## config.mk

```make
export PLATFORM = sky130hd
export DESIGN_NAME = sca_rd_seq
export DESIGN_NICKNAME = d
export VERILOG_FILES = /design/src/rtl/sca_rd_seq.sv
export SDC_FILE = /design/constraint.sdc
export NUM_CORES = 1
export LEC_CHECK = 0
export ABC_CLOCK_PERIOD_IN_PS = 2100
export BUFFER_PORTS_ARGS = -buffer_cell sky130_fd_sc_hd__buf_4
export CORE_UTILIZATION = 48
export DETAILED_ROUTE_END_ITERATION = 7
export HOLD_SLACK_MARGIN = 0.12
export PLACE_DENSITY_LB_ADDON = 0.12
export SLEW_MARGIN = 0
export SYNTH_ARGS = -nofsm -noshare
export SYNTH_HDL_FRONTEND = slang
export SYNTH_SLANG_ARGS = --single-unit
```

## constraint.sdc

```tcl
create_clock -name CLK -period 2.1 [get_ports CLK]
set_clock_uncertainty 0.1 [all_clocks]
set_input_delay 0.21 -clock CLK [delete_from_list [all_inputs] [get_ports CLK]]
set_output_delay 0.21 -clock CLK [all_outputs]
set_load 0.05 [all_outputs]
```

## src/rtl/sca_rd_seq.sv

```systemverilog
// SCA readout sequencer: drains the trigger-block FIFO one entry at a time and
// issues one ADC conversion per SCA sample, releasing each block as it finishes.
module sca_rd_seq #(
    parameter int NSAMP    = 8,
    parameter int CONV_CYC = 4,
    parameter int TMR      = 0
) (
    input  logic       CLK,
    input  logic       RST,
    input  logic       ENBL50,
    input  logic       TEMPTY,
    input  logic       SCND_BLK,
    input  logic [3:0] BLKOUT,
    input  logic [7:0] L1POUT,
    input  logic       OUT_BUSY,
    output logic       TRGDONE,
    output logic       ADC_CONV,
    output logic [3:0] RD_BLK,
    output logic [2:0] RD_SMP,
    output logic       L1A_FLAG,
    output logic       BLK_FREE,
    output logic [3:0] BLK_FREE_ADDR,
    output logic       RD_ACTIVE,
    output logic [7:0] EVT_CNT
);

    localparam logic [2:0] S_IDLE   = 3'd0;
    localparam logic [2:0] S_LOAD   = 3'd1;
    localparam logic [2:0] S_CONV   = 3'd2;
    localparam logic [2:0] S_WAIT   = 3'd3;
    localparam logic [2:0] S_BLKEND = 3'd4;
    localparam logic [2:0] S_DONE   = 3'd5;

    localparam logic [2:0] LAST_SMP  = 3'(NSAMP - 1);
    localparam logic [3:0] WAIT_INIT = 4'(CONV_CYC - 1);

    // All sequencer state lives in one vector so it can be stored once or triplicated.
    typedef struct packed {
        logic [2:0] state;
        logic [3:0] rd_blk;
        logic [2:0] rd_smp;
        logic [7:0] mask;
        logic       pend;
        logic       fbd;
        logic [3:0] wcnt;
        logic       adc_conv;
        logic       l1a;
        logic [7:0] evt_cnt;
    } seq_t;

    function automatic seq_t vote3(input seq_t a, input seq_t b, input seq_t c);
        return (a & b) | (a & c) | (b & c);
    endfunction

    seq_t cur_s;
    seq_t nxt_s;

    // Next-state computation for the readout sequence.
    always_comb begin
        nxt_s          = cur_s;
        nxt_s.adc_conv = 1'b0;
        nxt_s.l1a      = 1'b0;
        case (cur_s.state)
            S_IDLE: begin
                if (!TEMPTY) begin
                    nxt_s.state = S_LOAD;
                end else begin
                    nxt_s.state = S_IDLE;
                end
            end
            S_LOAD: begin
                nxt_s.rd_blk = BLKOUT;
                nxt_s.mask   = L1POUT;
                nxt_s.pend   = SCND_BLK;
                nxt_s.fbd    = 1'b0;
                nxt_s.rd_smp = 3'd0;
                nxt_s.state  = S_CONV;
            end
            S_CONV: begin
                if (ENBL50 && !OUT_BUSY) begin
                    nxt_s.adc_conv = 1'b1;
                    nxt_s.l1a      = cur_s.mask[cur_s.rd_smp] & ~cur_s.fbd;
                    nxt_s.wcnt     = WAIT_INIT;
                    nxt_s.state    = S_WAIT;
                end else begin
                    nxt_s.state = S_CONV;
                end
            end
            S_WAIT: begin
                if (cur_s.wcnt == 4'd0) begin
                    if (cur_s.rd_smp == LAST_SMP) begin
                        nxt_s.state = S_BLKEND;
                    end else begin
                        nxt_s.rd_smp = cur_s.rd_smp + 3'd1;
                        nxt_s.state  = S_CONV;
                    end
                end else begin
                    nxt_s.wcnt = cur_s.wcnt - 4'd1;
                end
            end
            S_BLKEND: begin
                // Second block of a two-block entry wraps 15 -> 0.
                if (cur_s.pend && !cur_s.fbd) begin
                    nxt_s.fbd    = 1'b1;
                    nxt_s.rd_blk = cur_s.rd_blk + 4'd1;
                    nxt_s.rd_smp = 3'd0;
                    nxt_s.state  = S_CONV;
                end else begin
                    nxt_s.state = S_DONE;
                end
            end
            S_DONE: begin
                nxt_s.evt_cnt = cur_s.evt_cnt + 8'd1;
                nxt_s.state   = S_IDLE;
            end
            default: begin
                nxt_s.state = S_IDLE;
            end
        endcase
    end

    if (TMR != 0) begin : g_tmr
        seq_t seq_a_r;
        seq_t seq_b_r;
        seq_t seq_c_r;

        // Three copies of the state, majority-voted on read.
        always_ff @(posedge CLK or posedge RST) begin
            if (RST) begin
                seq_a_r <= '0;
                seq_b_r <= '0;
                seq_c_r <= '0;
            end else begin
                seq_a_r <= nxt_s;
                seq_b_r <= nxt_s;
                seq_c_r <= nxt_s;
            end
        end

        assign cur_s = vote3(seq_a_r, seq_b_r, seq_c_r);
    end else begin : g_single
        seq_t seq_r;

        // Single copy of the sequencer state.
        always_ff @(posedge CLK or posedge RST) begin
            if (RST) begin
                seq_r <= '0;
            end else begin
                seq_r <= nxt_s;
            end
        end

        assign cur_s = seq_r;
    end

    assign TRGDONE       = (cur_s.state == S_DONE);
    assign BLK_FREE      = (cur_s.state == S_BLKEND);
    assign BLK_FREE_ADDR = (cur_s.state == S_BLKEND) ? cur_s.rd_blk : 4'd0;
    assign RD_ACTIVE     = (cur_s.state != S_IDLE);
    assign ADC_CONV      = cur_s.adc_conv;
    assign L1A_FLAG      = cur_s.l1a;
    assign RD_BLK        = cur_s.rd_blk;
    assign RD_SMP        = cur_s.rd_smp;
    assign EVT_CNT       = cur_s.evt_cnt;

endmodule

```

=== Word-level counts from Yosys, hierarchy flattened ===
Cells that the tools add are included.

* Logic and storage cells: 61
* Output and inout bits: 24
* Register bits after elaboration: 34
* Input bits: 18

* Multiplexer cells: 20
* Equal/unequal tests: 11
* Bitwise logic cells: 2
* Add/sub/neg operators: 4
* $lt $le $gt $ge: 1
* Reductions and logical operators: 13

{| class="wikitable"
|+ Operators with widths
! kind !! number
|-
| 4-bit one-hot mux with 2 select lines || 2
|-
| 3-bit two-way mux || 5
|-
| 3-bit one-hot mux with 5 select lines || 1
|-
| 3-bit equality test, second input constant || 3
|-
| 3-bit one-hot mux with 3 select lines || 1
|-
| 8-bit by 1-bit adder with 8-bit output, second input constant || 1
|-
| 4-bit two-way mux || 2
|-
| 2-bit != test, second input constant || 4
|-
| 7-bit two-way mux || 1
|-
| 3-bit by 2-bit equality test with 1-bit output, second input constant || 2
|-
| 6-bit two-way mux || 1
|-
| 3-bit nonzero test || 2
|-
| 4-bit by 1-bit adder with 4-bit output, second input constant || 1
|-
| 4-bit logical NOT || 1
|-
| 3-bit by 4-bit < comparator with 1-bit output, second input constant || 1
|-
| 1-bit two-way mux || 4
|-
| 4-bit AND reduction || 1
|-
| 2-bit nonzero test || 2
|-
| 4-bit by 1-bit subtractor with 4-bit output, second input constant || 1
|-
| 3-bit by 1-bit adder with 3-bit output, second input constant || 1
|-
| 1-bit binary-select mux with 3-bit select || 1
|-
| 3-bit by 1-bit equality test with 1-bit output, second input constant || 1
|-
| 3-bit logical NOT || 1
|-
| 3-bit AND reduction || 1
|-
| 8 further kinds || 10
|}

=== Depth between registers and ports, before layout ===
Gate-level depths: netlist of run 1.

* Depth after elaboration: 5
* Depth in mapped cells: 5
* Depth with buffers taken out: 5

=== Least setup slack after synthesis of run 1 ===
No wires, ideal clock.

* Kind: reg2out
* From: register g_single.seq_r, in the netlist cur_s[31]
* To: output port BLK_FREE_ADDR[0]
* Slack: -0.006 ns
* Cell stages (with the launch flop): 5
* Arrival time: 1.796 ns
* Path buffers: 1
* Required time: 1.790 ns
* Cell sequence: dfrtp_1 > or3b_1 > buf_2 > inv_1 > and2_1

* Longest elaborated chain between the ends: 2

{| class="wikitable"
|+ RTL lines
! element !! RTL line !! source
|-
| from (decl) || 142 || <nowiki>seq_t seq_r;</nowiki>
|-
| from (signal assigned) || 149 || <nowiki>seq_r <= nxt_s;</nowiki>
|-
| 3-bit equality test || n/a ||
|-
| net BLK_FREE || 21 || <nowiki>output logic BLK_FREE,</nowiki>
|-
| 4-bit two-way mux || 158 || <nowiki>assign BLK_FREE_ADDR = (cur_s.state == S_BLKEND) ? cur_s.rd_blk : 4'd0;</nowiki>
|-
| to (decl) || 22 || <nowiki>output logic [3:0] BLK_FREE_ADDR,</nowiki>
|}

The timed path passes the listed nets, and every way through them passes these cells.

=== Final worst setup path of run 1 ===
* From: register g_single.seq_r, in the netlist cur_s[32]
* To: output port BLK_FREE_ADDR[0]

* Longest elaborated chain between the ends: 2

{| class="wikitable"
|+ RTL lines
! element !! RTL line
|-
| 3-bit equality test || 158
|-
| 4-bit two-way mux || 158
|}

Every way passes these cells.

==> out/metrics.cfg, run 1 <==
[yosys]
synth_area_leaders=dfrtp_1 (45%), nand2_1 (6.6%), buf_4 (6.4%), ha_1 (4.0%), o21ai_0 (2.1%)
syn-instance-count=192
synth_seq_cells=34
synth-edff-count=0
syn-num-nets=216
yosysSeqAreaShare_pct=45.4
synthArstFlopShare_pct=100
synth_top_area_share_pct=45.4
syn-cell-area_sq_um=1880
syn_avg_cell_area_sq_um=9.77
synth_cell_types=48
synth_top_area_cell=dfrtp_1
yosysWarnings=0
synth_ff_type=dfrtp_1

[run_status]
status=complete, no violations

[final_layout]
layout_common_cells=buf_4 (49), dfrtp_1 (33), nand2_1 (33), dlygate4sd3_1 (11)
layout_commonest_cell=buf_4
finalNetCount=260
layout-drive-gt1-share_pct=31.2
seqCellArea_sq_um=852
n_antenna_cell=0
multiInputGateArea_sq_um=852
areaGrowthSynthToFinish_pct=27.2
fillers=307

[placed_design]
place_hpwl_um=2800
gp_congestion=0.839
portBuffers=41

[global_route]
grt_max_degree=35
grt_pass1_vias=1498
grt_use_total_pct=21.5
grt_pass1_wl_um=6800
grt_overflow=0
antenna_found_initial=0

[route]
wl_met1_um=1670
vias=1503
first_iter_violations=86
dr_wl_met3_um=134
topRoutingLayerUsed=met4
drtPass1Iterations=5
drc=0
wl_um=3900
vias_per_cell=5.27
dr_wl_met2_um=2060
ant_nets=0
wl_per_cell_um=13.7

[clocking]
clk_pin_slew_ns=0.07
cts_made_buffers=5
root_buffer=clkbuf_8
htree_levels=2
clock_sinks=34
clockBufferDepth=2
cts_tree=built
post_cts_buffers=0
clk_latency_ns=0.29

[critical_path]
crit_fanout=8
worstPathRequired_ns=1.79
arrival_ns=1.69
path_class=reg -> out
cp-start-kind=flop
cp-end-kind=output pin

[sta]
slew_headroom_pct=69.7
fin_setup_tns_ns=0
finalMaxSlewViolations=0
setup_viol=0
period_needed_ns=2.00
worst_pin_slew_ns=0.453
fin_crit_sh_pct=95.3
max_freq_mhz=500
rsz0062_at_grt=no
hold_viol=0

[die]
start_util_pct=50.5
die_h_um=64.5
rows=22
die_area_sq_um=4160
ios=42
coreArea_sq_um=3720
die_w_um=64.5

[power]
vdd_ir_drop_max_uv=598
p_total_mw=2.75
power_density_nw_per_um2=1150
power.leakage_nw=1.20

[run]
max-cap-violations=0

[worst_hold_path]
hold_class=in -> reg

==> metrics by stage <==
step / setup slack (ns) / hold slack (ns) / instance area (sq um) / utilization, % / instances
CTS: 0.0459 / 0.153 / 2380 / 64.0 / 285
global placement: 0.216 / 0.233 / 2160 / 58.0 / 266
global route: 0.0208 / 0.184 / 2390 / 64.2 / 285
detailed placement: 0.138 / 0.246 / 2160 / 58.0 / 266
finish: 0.0990 / 0.151 / 2390 / 64.2 / 285
floorplan: 0.105 / 0.215 / 1880 / - / 192
==> metal layers <==
layer | track usage, % | vias up
met5 | 0 | -
met2 | 36.4 | 34
met3 | 3.87 | 4
li1 | - | 740
met1 | 26.3 | 725
met4 | 10.6 | 0
==> report_power, final <==
part / leakage [nW] / internal [mW] / switching, mW / total, mW
combinational: 0.714 / 0.465 / 0.687 / 1.15
sequential: 0.434 / 0.851 / 0.161 / 1.01
clock: 0.0524 / 0.355 / 0.235 / 0.590
==> kinds of logic after synthesis <==
family / share of synthesized area [%]
AOI/OAI and AO/OA: 10.6
xor gates and xnor gates: 3.27
adders and majority gates: 4.00
buffers and inverters: 9.81
DFF: 45.4
muxes: 4.27
and+or+nand+nor: 22.7
==> worst max-delay path, cell delays in order (launching register included) <==
cell and delay (ns):
dfrtp_1 0.47, or3b_4 0.46, clkinvlp_4 0.14, and2_2 0.14, buf_4 0.19
==> cells in the mapped netlist (3+ instances only) <==
library cell   n
a21oi_1        4
nand2_1       33
buf_4         16
clkbuf_1       4
buf_2          3
dfrtp_1       34
nand2b_1       3
and2_1         3
nand3_1        6
o21ai_0        8
nor2_1         4
inv_1          9
nor3_1         3
and3_1         3
xor2_1         4
nand3b_1       3
ha_1           6
xnor2_1        3
==> worst paths after layout <==
path                            from               end  slack [ns]  depth (start not counted)
min in group asynchronous        RST        EVT_CNT[7]        0.48                          4
setup / recovery           cur_s[32]  BLK_FREE_ADDR[0]         0.1                          4
max in group asynchronous        RST         cur_s[33]        1.08                          4
hold reg to reg            cur_s[20]         cur_s[20]        0.37                          2
hold / removal             BLKOUT[2]         RD_BLK[2]        0.15                          3
setup reg to reg           RD_SMP[0]         RD_SMP[0]        0.12                          5
==> registers in the layout, indices dropped and copies added, names as in the netlist <==
name / count
EVT_CNT: 8
RD_SMP: 3
cur_s: 17
L1A_FLAG: 1
ADC_CONV: 1
RD_BLK: 4
==> timing repair <==
item | 4_1_cts | 5_1_grt
endpoints found under the hold margin | 44 | 0
setup endpoints to repair | 3 | 4
pin swaps | 0 | 0
hold buffers | 11 | 0
gates resized for setup | 2 | 2
==> cell type report <==
type | count | area share (%)
Timing Repair Buffer | 60 | 20.0
Sequential cell | 34 | 35.7
Clock inverter | 1 | 1.26
Tap cell | 48 | 2.52
Inverter | 9 | 1.57
Multi-Input combinational cell | 126 | 35.7
Clock buffer | 7 | 3.20
(Power assumes the default switching activity.)
==> inputs of run 2 (changes only) <==
--- a/config.mk
+++ b/config.mk
@@ -7,6 +7,7 @@
 export LEC_CHECK = 0
 export ABC_CLOCK_PERIOD_IN_PS = 2100
 export BUFFER_PORTS_ARGS = -buffer_cell sky130_fd_sc_hd__buf_4
+export CORE_ASPECT_RATIO = 1.25
 export CORE_UTILIZATION = 48
 export DETAILED_ROUTE_END_ITERATION = 7
 export HOLD_SLACK_MARGIN = 0.12
==> constraint.sdc (replaced) <==
create_clock -name CLK -period 2.1 [get_ports CLK]
set_clock_uncertainty 0.1 [all_clocks]
set_input_delay 0.21 -clock CLK [delete_from_list [all_inputs] [get_ports CLK]]
set_output_delay 0.21 -clock CLK [all_outputs]
set_load 0.005 [all_outputs]
==> run 2 against run 1 <==
  * The run now ends with DRC left
  * Non-clock buffer count up 1
  * Combinational power down 22%
  * Hold slack worse by 0.030 ns
  * Critical path depth unchanged
  * Clock power down 14%
  * Power down 11%
  * Critical path type unchanged
  * Highest routed layer unchanged
==> out/metrics.cfg, run 2 (same netlist as run 1, synthesis figures left out) <==
[run_status]
status=finished, violations left
violations=DRC

[final_layout]
areaGrowthSynthToFinish_pct=25.7
layout_common_cells=buf_4 (50), nand2_1 (33), dfrtp_1 (32), dlygate4sd3_1 (11), inv_1 (9)
layout_commonest_cell=buf_4
stdcell_count=278  ; -2.5%
layout-drive-gt1-share_pct=30.3  ; -0.97 points
largest_reg_flops=17  ; unchanged
finalNetCount=261  ; +0.38%
n_antenna_cell=0  ; unchanged

[sta]
slew_headroom_pct=66.9  ; -2.8 points
setup_viol=0  ; unchanged
period_needed_ns=2.00  ; +0.000893 ns
hold_viol=0  ; unchanged
max_freq_mhz=500  ; about the same
finalMaxSlewViolations=0  ; unchanged
fin_crit_sh_pct=95.3  ; about the same
fin_setup_tns_ns=0  ; unchanged
rsz0062_at_grt=no
worst_pin_slew_ns=0.496  ; +0.0433 ns

[power]
power_density_nw_per_um2=1040  ; -10%
vdd_ir_drop_max_uv=582  ; -2.7%
power.leakage_nw=1.21  ; +0.63%

[global_route]
grt_use_total_pct=21.0  ; -0.53 points
grt_overflow=0  ; unchanged
grt_max_degree=35  ; unchanged
antenna_found_initial=0  ; unchanged
grt_pass1_wl_um=6640  ; -2.3%
grt_pass1_vias=1532  ; +2.3%

[route]
first_iter_violations=51  ; -41%
drtPass1Iterations=6  ; +1
vias=1514  ; +0.73%
vias_per_cell=5.45  ; +3.3%
wl_um=3960  ; +1.4%
ant_nets=0  ; unchanged
drc=4  ; +4
wl_per_cell_um=14.2  ; +3.9%

[clocking]
clockBufferDepth=2  ; unchanged
clk_pin_slew_ns=0.07  ; about the same
clk_latency_ns=0.29  ; about the same
htree_levels=2  ; unchanged
root_buffer=clkbuf_8
clock_sinks=34  ; unchanged
cts_made_buffers=5  ; unchanged
cts_tree=built

[die]
coreArea_sq_um=3750  ; +1.0%
start_util_pct=50.0  ; -0.50 points
die_w_um=57.9  ; -10%
ios=42  ; unchanged
die_h_um=71.9  ; +11%
rows=25  ; +14%
die_area_sq_um=4160  ; about the same

[critical_path]
path_class=reg -> out
worstPathRequired_ns=1.79  ; about the same
reg2reg_from=cur_s[10]
reg2reg_depth=5  ; unchanged
arrival_ns=1.69  ; about the same
startpoint=cur_s[31]
cp-start-kind=flop
worst-r2r-setup-slack_ns=0.12  ; about the same
crit_end=BLK_FREE_ADDR[2]
crit_fanout=14  ; +6
worstReg2RegEnd=RD_SMP[0]
cp-end-kind=output pin

[placed_design]
dp_cells=259  ; -2.6%
place_hpwl_um=2840  ; +1.4%
portBuffers=41  ; unchanged
gp_congestion=0.771  ; -8.2%

[worst_hold_path]
hold_class=in -> reg
hold_path_depth=3  ; unchanged

[run]
max-cap-violations=0  ; unchanged

==> run 2: worst min-delay path by stage <==
| stage | startpoint | to |
|---|---|---|
| 5_1_grt | BLKOUT[2] | RD_BLK[2] |
| 3_3_place_gp | RST | ADC_CONV |
| 3_5_place_dp | RST | EVT_CNT[5] |
| 6_report | BLKOUT[2] | RD_BLK[2] |
| 4_1_cts | BLKOUT[2] | RD_BLK[2] |
| 2_1_floorplan | SCND_BLK | cur_s[15] |
==> run 2: area by class of cell <==
| type | instances | area (sq um) |
|---|---|---|
| well taps | 40 | 50.0 |
| clock buffers | 7 | 86.3 |
| clock inverters | 1 | 5.00 |
| multi-input cells | 126 | 843 |
| fillers | 305 | 1400 |
| flip-flops and latches | 34 | 853 |
| repair buffers | 61 | 485 |
| inverters | 9 | 33.8 |
==> run 2: worst max-delay path, cell delays in order, from the launching register on <==
cell,delay [ns]
dfrtp_2,0.49
or3b_4,0.47
inv_1,0.19
and2_1,0.16
buf_4,0.10
==> run 2: repair_timing <==
action                                 4_1_cts  5_1_grt
pin swaps                                    0        0
hold buffers                                11        0
buffers inserted                             0        0
gates resized for setup                      1        2
endpoints found under the hold margin       44        0
setup endpoints to repair                    3        3
==> run 2: where the power goes <==
group	total (mW)	switching, mW	internal (mW)
combinational	0.899	0.447	0.452
sequential	1.04	0.182	0.854
clock	0.507	0.242	0.265
==> run 2: through the flow <==
step                      util [%]  power, mW  hold WS [ns]  worst slack, ns  instance area (sq um)
after floorplan                  -       1.66         0.215            0.153                   1880
after global placement        57.3       1.86         0.231            0.214                   2150
after detailed placement      57.3       1.93         0.241            0.132                   2150
after CTS                     62.7       2.45         0.122           0.0509                   2350
after global routing          62.8       2.62         0.137          0.00663                   2360
final                         62.8       2.44         0.120           0.0982                   2360
==> run 2: layer usage <==
| layer | vias to the layer above | wire (um) | global-route usage [%] |
|---|---|---|---|
| met5 | - | 0 | 0 |
| met4 | 0 | 87 | 9.52 |
| met3 | 10 | 184 | 4.69 |
| met2 | 42 | 2080 | 37.2 |
| met1 | 724 | 1610 | 23.7 |
| li1 | 738 | - | - |
